File: config.mk
export PLATFORM = sky130hd
export DESIGN_NAME = imem_program_loader
export DESIGN_NICKNAME = d
export VERILOG_FILES = /design/src/rtl/imem_program_loader.sv
export SDC_FILE = /design/constraint.sdc
export NUM_CORES = 1
export LEC_CHECK = 0
export ABC_AREA = 1
export BUFFER_PORTS_ARGS = -buffer_cell sky130_fd_sc_hd__buf_2
export CORE_UTILIZATION = 40
export DETAILED_ROUTE_END_ITERATION = 16
export PLACE_DENSITY = 0.6
export SLEW_MARGIN = 10
export SYNTH_ARGS = -nofsm -noshare
export SYNTH_HDL_FRONTEND = slang
export SYNTH_SLANG_ARGS = --single-unit
File: constraint.sdc
create_clock -name clk -period 5.31 [get_ports clk]
set_clock_uncertainty 0.2 [all_clocks]
set_input_delay 0 -clock clk [delete_from_list [all_inputs] [get_ports clk]]
set_output_delay 0 -clock clk [all_outputs]
set_load 0.01 [all_outputs]
File: src/rtl/imem_program_loader.sv
// imem_program_loader
// Fills the 128x8 instruction memory from a framed byte stream
// (length, payload, checksum) and holds the core until a frame verifies.
// Byte k of the payload is written to IMEM address k.

module imem_program_loader #(
    parameter int unsigned MEM_BYTES = 128,
    parameter int unsigned ADDR_W    = 8
) (
    input  logic              clk,
    input  logic              reset,
    input  logic              start,
    input  logic              in_valid,
    input  logic [7:0]        in_byte,
    output logic              in_ready,
    output logic              wr_en,
    output logic [ADDR_W-1:0] wr_addr,
    output logic [7:0]        wr_data,
    output logic              core_hold,
    output logic              done,
    output logic              err
);

    localparam int unsigned BYTE_W = 8;

    localparam logic [2:0] S_IDLE = 3'd0;
    localparam logic [2:0] S_LEN  = 3'd1;
    localparam logic [2:0] S_DATA = 3'd2;
    localparam logic [2:0] S_CSUM = 3'd3;
    localparam logic [2:0] S_DONE = 3'd4;
    localparam logic [2:0] S_ERR  = 3'd5;

    logic [2:0]        state;
    logic [2:0]        state_n;
    logic [BYTE_W-1:0] len;
    logic [BYTE_W-1:0] len_n;
    logic [BYTE_W-1:0] cnt;
    logic [BYTE_W-1:0] cnt_n;
    logic [BYTE_W-1:0] sum;
    logic [BYTE_W-1:0] sum_n;
    logic              wr_en_n;
    logic [ADDR_W-1:0] wr_addr_n;
    logic [BYTE_W-1:0] wr_data_n;
    logic              core_hold_n;
    logic              done_n;
    logic              err_n;
    logic              accept;
    logic              len_bad;
    logic              last_byte;

    // Loader takes bytes only while a frame is in progress.
    assign in_ready = (state == S_LEN) || (state == S_DATA) || (state == S_CSUM);

    assign accept = in_valid & in_ready;

    // Length must be non-zero, fit in IMEM and cover whole 32-bit instructions.
    assign len_bad = (in_byte == 8'd0)
                  || (32'(in_byte) > MEM_BYTES)
                  || (in_byte[1:0] != 2'b00);

    assign last_byte = (cnt == (len - 8'd1));

    // Next-state, datapath and next-output decode.
    always_comb begin
        state_n   = state;
        len_n     = len;
        cnt_n     = cnt;
        sum_n     = sum;
        wr_en_n   = 1'b0;
        wr_addr_n = wr_addr;
        wr_data_n = wr_data;

        case (state)
            S_IDLE: begin
                if (start) begin
                    state_n = S_LEN;
                    cnt_n   = '0;
                    sum_n   = '0;
                end
            end

            S_LEN: begin
                if (accept) begin
                    len_n   = in_byte;
                    state_n = len_bad ? S_ERR : S_DATA;
                end
            end

            S_DATA: begin
                if (accept) begin
                    wr_en_n   = 1'b1;
                    wr_addr_n = ADDR_W'(cnt);
                    wr_data_n = in_byte;
                    sum_n     = sum + in_byte;
                    cnt_n     = cnt + 8'd1;
                    if (last_byte) begin
                        state_n = S_CSUM;
                    end
                end
            end

            S_CSUM: begin
                if (accept) begin
                    state_n = (in_byte == sum) ? S_DONE : S_ERR;
                end
            end

            // Reload or retry; in_ready is low here so a coincident byte is dropped.
            S_DONE, S_ERR: begin
                if (start) begin
                    state_n = S_LEN;
                    cnt_n   = '0;
                    sum_n   = '0;
                end
            end

            default: begin
                state_n = S_IDLE;
            end
        endcase

        done_n      = (state_n == S_DONE);
        err_n       = (state_n == S_ERR);
        core_hold_n = (state_n != S_DONE);
    end

    // State, datapath and registered outputs.
    always_ff @(posedge clk or posedge reset) begin
        if (reset) begin
            state     <= S_IDLE;
            len       <= '0;
            cnt       <= '0;
            sum       <= '0;
            wr_en     <= 1'b0;
            wr_addr   <= '0;
            wr_data   <= '0;
            core_hold <= 1'b1;
            done      <= 1'b0;
            err       <= 1'b0;
        end else begin
            state     <= state_n;
            len       <= len_n;
            cnt       <= cnt_n;
            sum       <= sum_n;
            wr_en     <= wr_en_n;
            wr_addr   <= wr_addr_n;
            wr_data   <= wr_data_n;
            core_hold <= core_hold_n;
            done      <= done_n;
            err       <= err_n;
        end
    end

endmodule

==> results.md, run 1 <==
- Status: finished clean
- Routed length per instance: 12.6 um
- Die X: 82.3 um
- Family with the most delay on the worst path: simple AND/OR/NAND/NOR gates
- GP Congestion: 0.791
- Crit path time final: 2.21 ns
- Initial Utilization: 0.425
- Synthesized instance count: 320
- Crit Path Max Fanout: 17
- Total core area: 6060 um^2
- Final HPWL DP: 4.09 mm
- Number of iterations in the first detailed-routing pass: 4
- Sequential cell area fraction in the yosys report: 0.457
- Largest net degree at the start of global routing: 48
- Die area: 6770 um^2
- Core Util, Final: 0.499
- Switching part of the total power: 0.414
- # rows: 28
- Fill cell total of the finished layout: roughly 630
- CTS clk-pin slew, worst paths: 0.09 ns
- Sequential power share: 0.407
- Fmax: 0.453 GHz
- Yosys warning count: 0
- Final setup fails: 0
- Max-cap viol count: 0
- Initial drt markers: 98
- FF/Latch Area: 1180 um^2
- Internal power: about 0.79 mW
- Global Route Usage Sum: 0.190
- Vias per cell: 4.88
- Crit path cell chain: nor3_1 > nand2_1 > o221ai_1 > dlygate4sd3_1
- Hold/Removal Path Class: primary input to async pin
- Slowest stage delay, CP: about 0.58 ns
- VDD IR-drop max: roughly 0.21 mV
- Met2 wire length: 2.56 mm
- FF+latch count, synth: 47
- Cell variety after synth: 36
- Initial antenna violation count: 0
- Syn_nets: 342
- Layout cell share with drive strength beyond 1: 0.172
- Unrepaired setup endpoints after global routing: false
- Top routing layer in use: met4
- Crit path capture type: register
- Post-Synthesis Cell Area: between 2000 and 3000 um^2
- LEAKAGE: 1.56 nW
- Slew headroom: 0.340
- Number of antenna-violating nets in the routed design: 0
- Setup Total Neg Slack: 0 ns
- Vias in the first global route: 2079
- Startpoint Class: register
- Root Buffer: clkbuf_8
- Clock Path Buffers: 2
- Area Overhead vs Synth: 17.5%
- Overflow after GRT: 0
- Worst-skew pair later-pin latency: 0.30 ns
- CTS Buf Count: 5
- Hold Fails Final Rpt: 0
- Req. time, crit path: around 5.4 ns
- DRC Markers: 0
- Slowest cell on crit path: dlygate4sd3_1
- Avg Cell Area, Syn: around 8 um^2
- Slew Limit Fails: 0
- Setup Buffers After CTS: 0
- H-tree depth: 2
- Period utilisation layout: 0.415
- Clock network power share: 0.174
- Worst slew pin tran: 0.989 ns
- Worst hold slack: 0.272 ns
- Final WL: about 5.6 mm
- Vert. Die Dim: 82.3 um
- Diode count: 0
- Switching power: 0.558 mW
- Arrival time at the worst endpoint: 2.25 ns
- CTS tree: done
- Met3 WL: 144 um
- Net count of the finished layout: 388
- Routed metal-1 wirelength: 2.82 mm
- CP Buf/Inv Count: 1
- Power Dens Cells: 445 nW/um^2
- Sink Count: 47
- Boundary Pins: 33
- IO buf count: 32
- Via count: 2159
- First-pass GRT wire length: 9.58 mm
- Crit path kind: register to register
- Multi-input logic area: 1210 um^2
- Comb pwr share: 0.419
-- through the flow --
step                worst slack, ns  std cells  total power, mW  cell area (um^2)
floorplan                      3.48        320            0.956              2580
global placement               3.42        422             1.11              2810
detailed placement             3.38        422             1.12              2810
CTS                            3.16        442             1.36              3030
global route                   3.00        442             1.47              3030
finish                         3.10        442             1.35              3030
-- synthesized netlist by cell type, drive strengths merged --
master / count / area, um^2
dfrtp: 46 / 1150
o21bai: 2 / 15.0
xor2: 5 / 43.8
xnor2: 4 / 35.0
nand4: 6 / 37.5
ha: 9 / 113
a22o: 1 / 8.76
inv: 44 / 165
fa: 1 / 20.0
nor2: 28 / 136
a21oi: 11 / 62.6
nor3b: 1 / 12.5
dfstp: 1 / 26.3
nand3b: 1 / 7.51
nor4: 2 / 12.5
nor3: 5 / 35.0
buf: 1 / 7.51
a31oi: 1 / 6.26
nand2: 81 / 317
clkbuf: 4 / 15.0
or2: 1 / 6.26
a21o: 1 / 7.51
and2: 1 / 6.26
o221ai: 1 / 8.76
nand3: 23 / 125
o21ai: 39 / 195
-- layer usage --
layer | vias to the layer above | global-route usage
li1 | 1130 | -
met1 | 995 | 0.253
met2 | 28 | 0.314
met3 | 6 | 0.0297
met4 | 0 | 0.0596
met5 | - | 0
-- final timing paths --
| path | endpoint | slack, ns | start | depth (start not counted) |
|---|---|---|---|---|
| max | state[1] | 3.10 | state[2] | 4 |
| min | wr_addr[0] | 0.27 | reset | 3 |
| max reg2reg | state[1] | 3.10 | state[2] | 4 |
| min reg2reg | wr_addr[4] | 0.28 | wr_addr[4] | 2 |
| max in group asynchronous | cnt[2] | 4.02 | reset | 3 |
| min in group clk | wr_addr[4] | 0.28 | wr_addr[4] | 2 |
-- cell usage in the layout (no fill, tap or decap), types with 4 or more instances in the layout --
master / Yosys / routed
buf_2: 0 / 32
xor2_1: 5 / 5
nor2_1: 23 / 23
a21oi_1: 9 / 9
inv_2: 6 / 7
nand4_1: 6 / 6
o21ai_0: 28 / 28
dfrtp_1: 46 / 46
xnor2_1: 4 / 4
ha_1: 9 / 9
inv_1: 38 / 37
nand2_1: 78 / 78
dlygate4sd3_1: 0 / 12
nand3_1: 21 / 21
clkbuf_8: 0 / 6
o21ai_1: 11 / 11
-- tightest hold or removal path: stages --
cell           delay (ns)
dlygate4sd3_1        0.53
buf_2                0.12
inv_2                0.70
-- registers in the layout (all words and copies together) (netlist names) --
register   flops
wr_data        8
core_hold      1
state          3
done           1
len            8
err            1
wr_addr        8
sum            8
wr_en          1
cnt            8
-- cells by family after synthesis --
logic type / share of synthesized area
AOI/OAI and AO/OA: 0.118
xor gates and xnor gates: 0.0306
adders and majority gates: 0.0515
buffers and inverters: 0.0729
DFF: 0.457
and+or+nand+nor: 0.270
-- repair_timing --
item | 4_1_cts | 5_1_grt
gates resized for setup | 0 | 0
endpoints found under the hold margin | 69 | 0
hold buffers | 12 | 0
-- area by class of cell --
| type | count | area share |
|---|---|---|
| Multi-Input combinational cell | 224 | 0.400 |
| Clock buffer | 6 | 0.0273 |
| Tap cell | 75 | 0.0310 |
| Sequential cell | 47 | 0.389 |
| Inverter | 44 | 0.0546 |
| Timing Repair Buffer | 44 | 0.0926 |
| Clock inverter | 2 | 0.00537 |
-- power groups by stage --
stage | combinational (mW) | clock [mW] | sequential (mW)
floorplan | 0.381 | 0 | 0.574
global placement | 0.555 | 0 | 0.552
detailed placement | 0.560 | 0 | 0.556
CTS | 0.571 | 0.243 | 0.549
global route | 0.651 | 0.252 | 0.565
finish | 0.565 | 0.234 | 0.548
Power figures use the tool's default switching activity.
==> run 2: changes to the inputs <==
--- a/config.mk
+++ b/config.mk
@@ -9,7 +9,7 @@
 export BUFFER_PORTS_ARGS = -buffer_cell sky130_fd_sc_hd__buf_2
 export CORE_UTILIZATION = 40
 export DETAILED_ROUTE_END_ITERATION = 16
-export PLACE_DENSITY = 0.6
+export PLACE_DENSITY = 0.62
 export SLEW_MARGIN = 10
 export SYNTH_ARGS = -nofsm -noshare
 export SYNTH_HDL_FRONTEND = slang
==> constraint.sdc (replaced) <==
create_clock -name clk -period 1.9 [get_ports clk]
set_clock_uncertainty 0.2 [all_clocks]
set_input_delay 0 -clock clk [delete_from_list [all_inputs] [get_ports clk]]
set_output_delay 0 -clock clk [all_outputs]
set_load 0.01 [all_outputs]
==> results.md, run 2 (synthesis gave the netlist of run 1 again) <==
- DRC Markers: 0 (unchanged)
- Slack of the worst reg-to-reg path: 0.06 ns (-3.05 ns)
- Req. time, crit path: 1.90 ns (-3.46 ns)
- Routed length per instance: 12.9 um (+1.7%)
- Status: finished clean
- Crit path time final: 1.84 ns (-0.365 ns)
- IO buf count: 32 (unchanged)
- Min-delay src: in_byte[1]
- Final instance area: 3230 um^2 (+6.8%)
- Final WL: 5.78 mm (+3.6%)
- Unrepaired setup endpoints after global routing: true
- Final HPWL DP: 4.13 mm (+1.1%)
- Post-placement cell area: 2870 um^2 (+2.1%)
- CTS tree: done
- CP Buf/Inv Count: 1 (unchanged)
- Root Buffer: clkbuf_8
- Worst-skew pair later-pin latency: 0.30 ns (about the same)
- Most frequent cells in the layout: nand2_1, dfrtp_1, inv_1
- Overflow after GRT: 0 (unchanged)
- Top cell by count, worst path: nand2_2
- Slowest stage delay, CP: 0.43 ns (-0.15 ns)
- Initial Utilization: 0.425 (unchanged)
- Hold/Removal Path Class: primary input to register
- Total core area: 6060 um^2 (unchanged)
- Initial antenna violation count: 0 (unchanged)
- Hold Fails Final Rpt: 0 (unchanged)
- Net count of the finished layout: 396 (+2.1%)
- Most common cell after layout, fill and taps aside: nand2_1
- Area Overhead vs Synth: 25.4%
- Sink Count: 47 (unchanged)
- First-pass GRT wire length: 9.73 mm (+1.5%)
- Number of iterations in the first detailed-routing pass: 5 (+1)
- Slew headroom: 0.602 (+0.262)
- Startpoint Class: register
- Initial drt markers: 99 (+1.0%)
- Crit path cell chain: buf_4 > fa_2 > nand3_2 > nand2_2 > nand2_2 > nand2_2 > a21oi_2 > nand2_1 > nand2_1 > o21ai_0
- Vert. Die Dim: 82.3 um (unchanged)
- Family with the most delay on the worst path: flip-flops
- LEAKAGE: 1.63 nW (+4.2%)
- CTS clk-pin slew, worst paths: 0.09 ns (about the same)
- Slew Limit Fails: 0 (unchanged)
- Die area: 6770 um^2 (unchanged)
- Number of antenna-violating nets in the routed design: 0 (unchanged)
- H-tree depth: 2 (unchanged)
- Period utilisation layout: 0.969 (+0.553)
- Hold Path End: wr_data[1]
- Diode count: 0 (unchanged)
- # rows: 28 (unchanged)
- Fmax: 0.543 GHz (+20%)
- Vias in the first global route: 2121 (+2.0%)
- Layout cell share with drive strength beyond 1: 0.240 (+0.0683)
- GP Congestion: 0.807 (+2.1%)
- Vias per cell: 4.94 (+1.1%)
- Clock Path Buffers: 2 (unchanged)
- R2r endpoint: sum[6]
- Via count: 2222 (+2.9%)
- VDD IR-drop max: 0.583 mV (+180%)
- Crit Path Max Fanout: 3 (-14)
- Final setup fails: 0 (unchanged)
- Boundary Pins: 33 (unchanged)
- Power, Total: 4.18 mW (+210%)
- R2r worst-path depth: 10 (+6)
- Crit path kind: register to register
- Hold Crit Depth: 3
- Worst slew pin tran: 0.598 ns (-0.391 ns)
- Arrival time at the worst endpoint: 1.84 ns (-0.41 ns)
- Power Dens Cells: 1290 nW/um^2 (+190%)
- Slowest cell on crit path: dfrtp_1
- R2R Path Start: sum[1]
- CTS Buf Count: 5 (unchanged)
- Crit path capture type: register
- Largest net degree at the start of global routing: 48 (unchanged)
- Global Route Usage Sum: 0.193 (+0.00371)
- Max-cap viol count: 0 (unchanged)
- Die X: 82.3 um (unchanged)
==> run 2: cell count changes in the layout (fill, tap and decap cells not counted), moves of 2 or more <==
cell           before  now
ha_1                9    3
nand2_1            78   74
buf_4               0   10
dlygate4sd3_1      12   10
a21oi_2             2    5
nand2_2             2    6
ha_2                0    2
a21oi_1             9    6
ha_4                0    4
bufinv_16           0    2
==> run 2: per-layer routing <==
layer,vias up,global-route usage,wire length (um)
met5,-,0,0
met3,6,0.0264,132
met4,0,0.0737,64
li1,1143,-,-
met1,1041,0.246,2780
met2,32,0.332,2810
==> run 2: repair_timing <==
| action | CTS | global route |
|---|---|---|
| hold buffers | 11 | 0 |
| endpoints found under the setup margin | 0 | 7 |
| setup buffers | 0 | 2 |
| hold endpoints to repair | 70 | 0 |
| gates resized for setup | 0 | 23 |
==> run 2: area by class of cell <==
class	instances	area, um^2
Clock inverter	2	60.1
Timing Repair Buffer	52	343
Multi-Input combinational cell	224	1320
Clock buffer	6	72.6
Inverter	44	165
Sequential cell	47	1180
Tap cell	75	93.8
Fill cell	579	2830
==> run 2: worst max path at each step <==
| stage | startpoint | end | slack (ns) | cells past startpoint |
|---|---|---|---|---|
| floorplan | sum[0] | sum[6] | 0.07 | 10 |
| global placement | sum[0] | sum[6] | 0.03 | 10 |
| detailed placement | sum[0] | sum[6] | 0.01 | 10 |
| CTS | sum[0] | sum[6] | 0.002 | 10 |
| global route | sum[1] | sum[6] | -0.07 | 10 |
| finish | sum[1] | sum[6] | 0.06 | 10 |
==> run 2: power breakdown <==
part	leakage [nW]	switching, mW	internal (mW)
Clock	0.0654	0.353	0.526
Combinational	0.952	1.05	0.734
Sequential	0.611	0.214	1.31
Total	1.63	1.61	2.57
==> run 2: through the flow <==
stage,hold slack (ns),utilization,std cells,TNS (ns),worst slack [ns]
3_3_place_gp,-0.00864,0.473,430,0,0.0307
5_1_grt,0.0731,0.533,450,-0.181,-0.0688
6_report,0.0364,0.533,450,0,0.0591
2_1_floorplan,-0.0516,-,320,0,0.0727
3_5_place_dp,-0.00366,0.473,430,0,0.0143
4_1_cts,0.213,0.513,449,0,0.00221
==> run 2: tightest hold or removal path: stages <==
cell            delay (ns)
dlymetal6s4s_1        0.32
inv_1                 0.11
o21ai_1               0.07
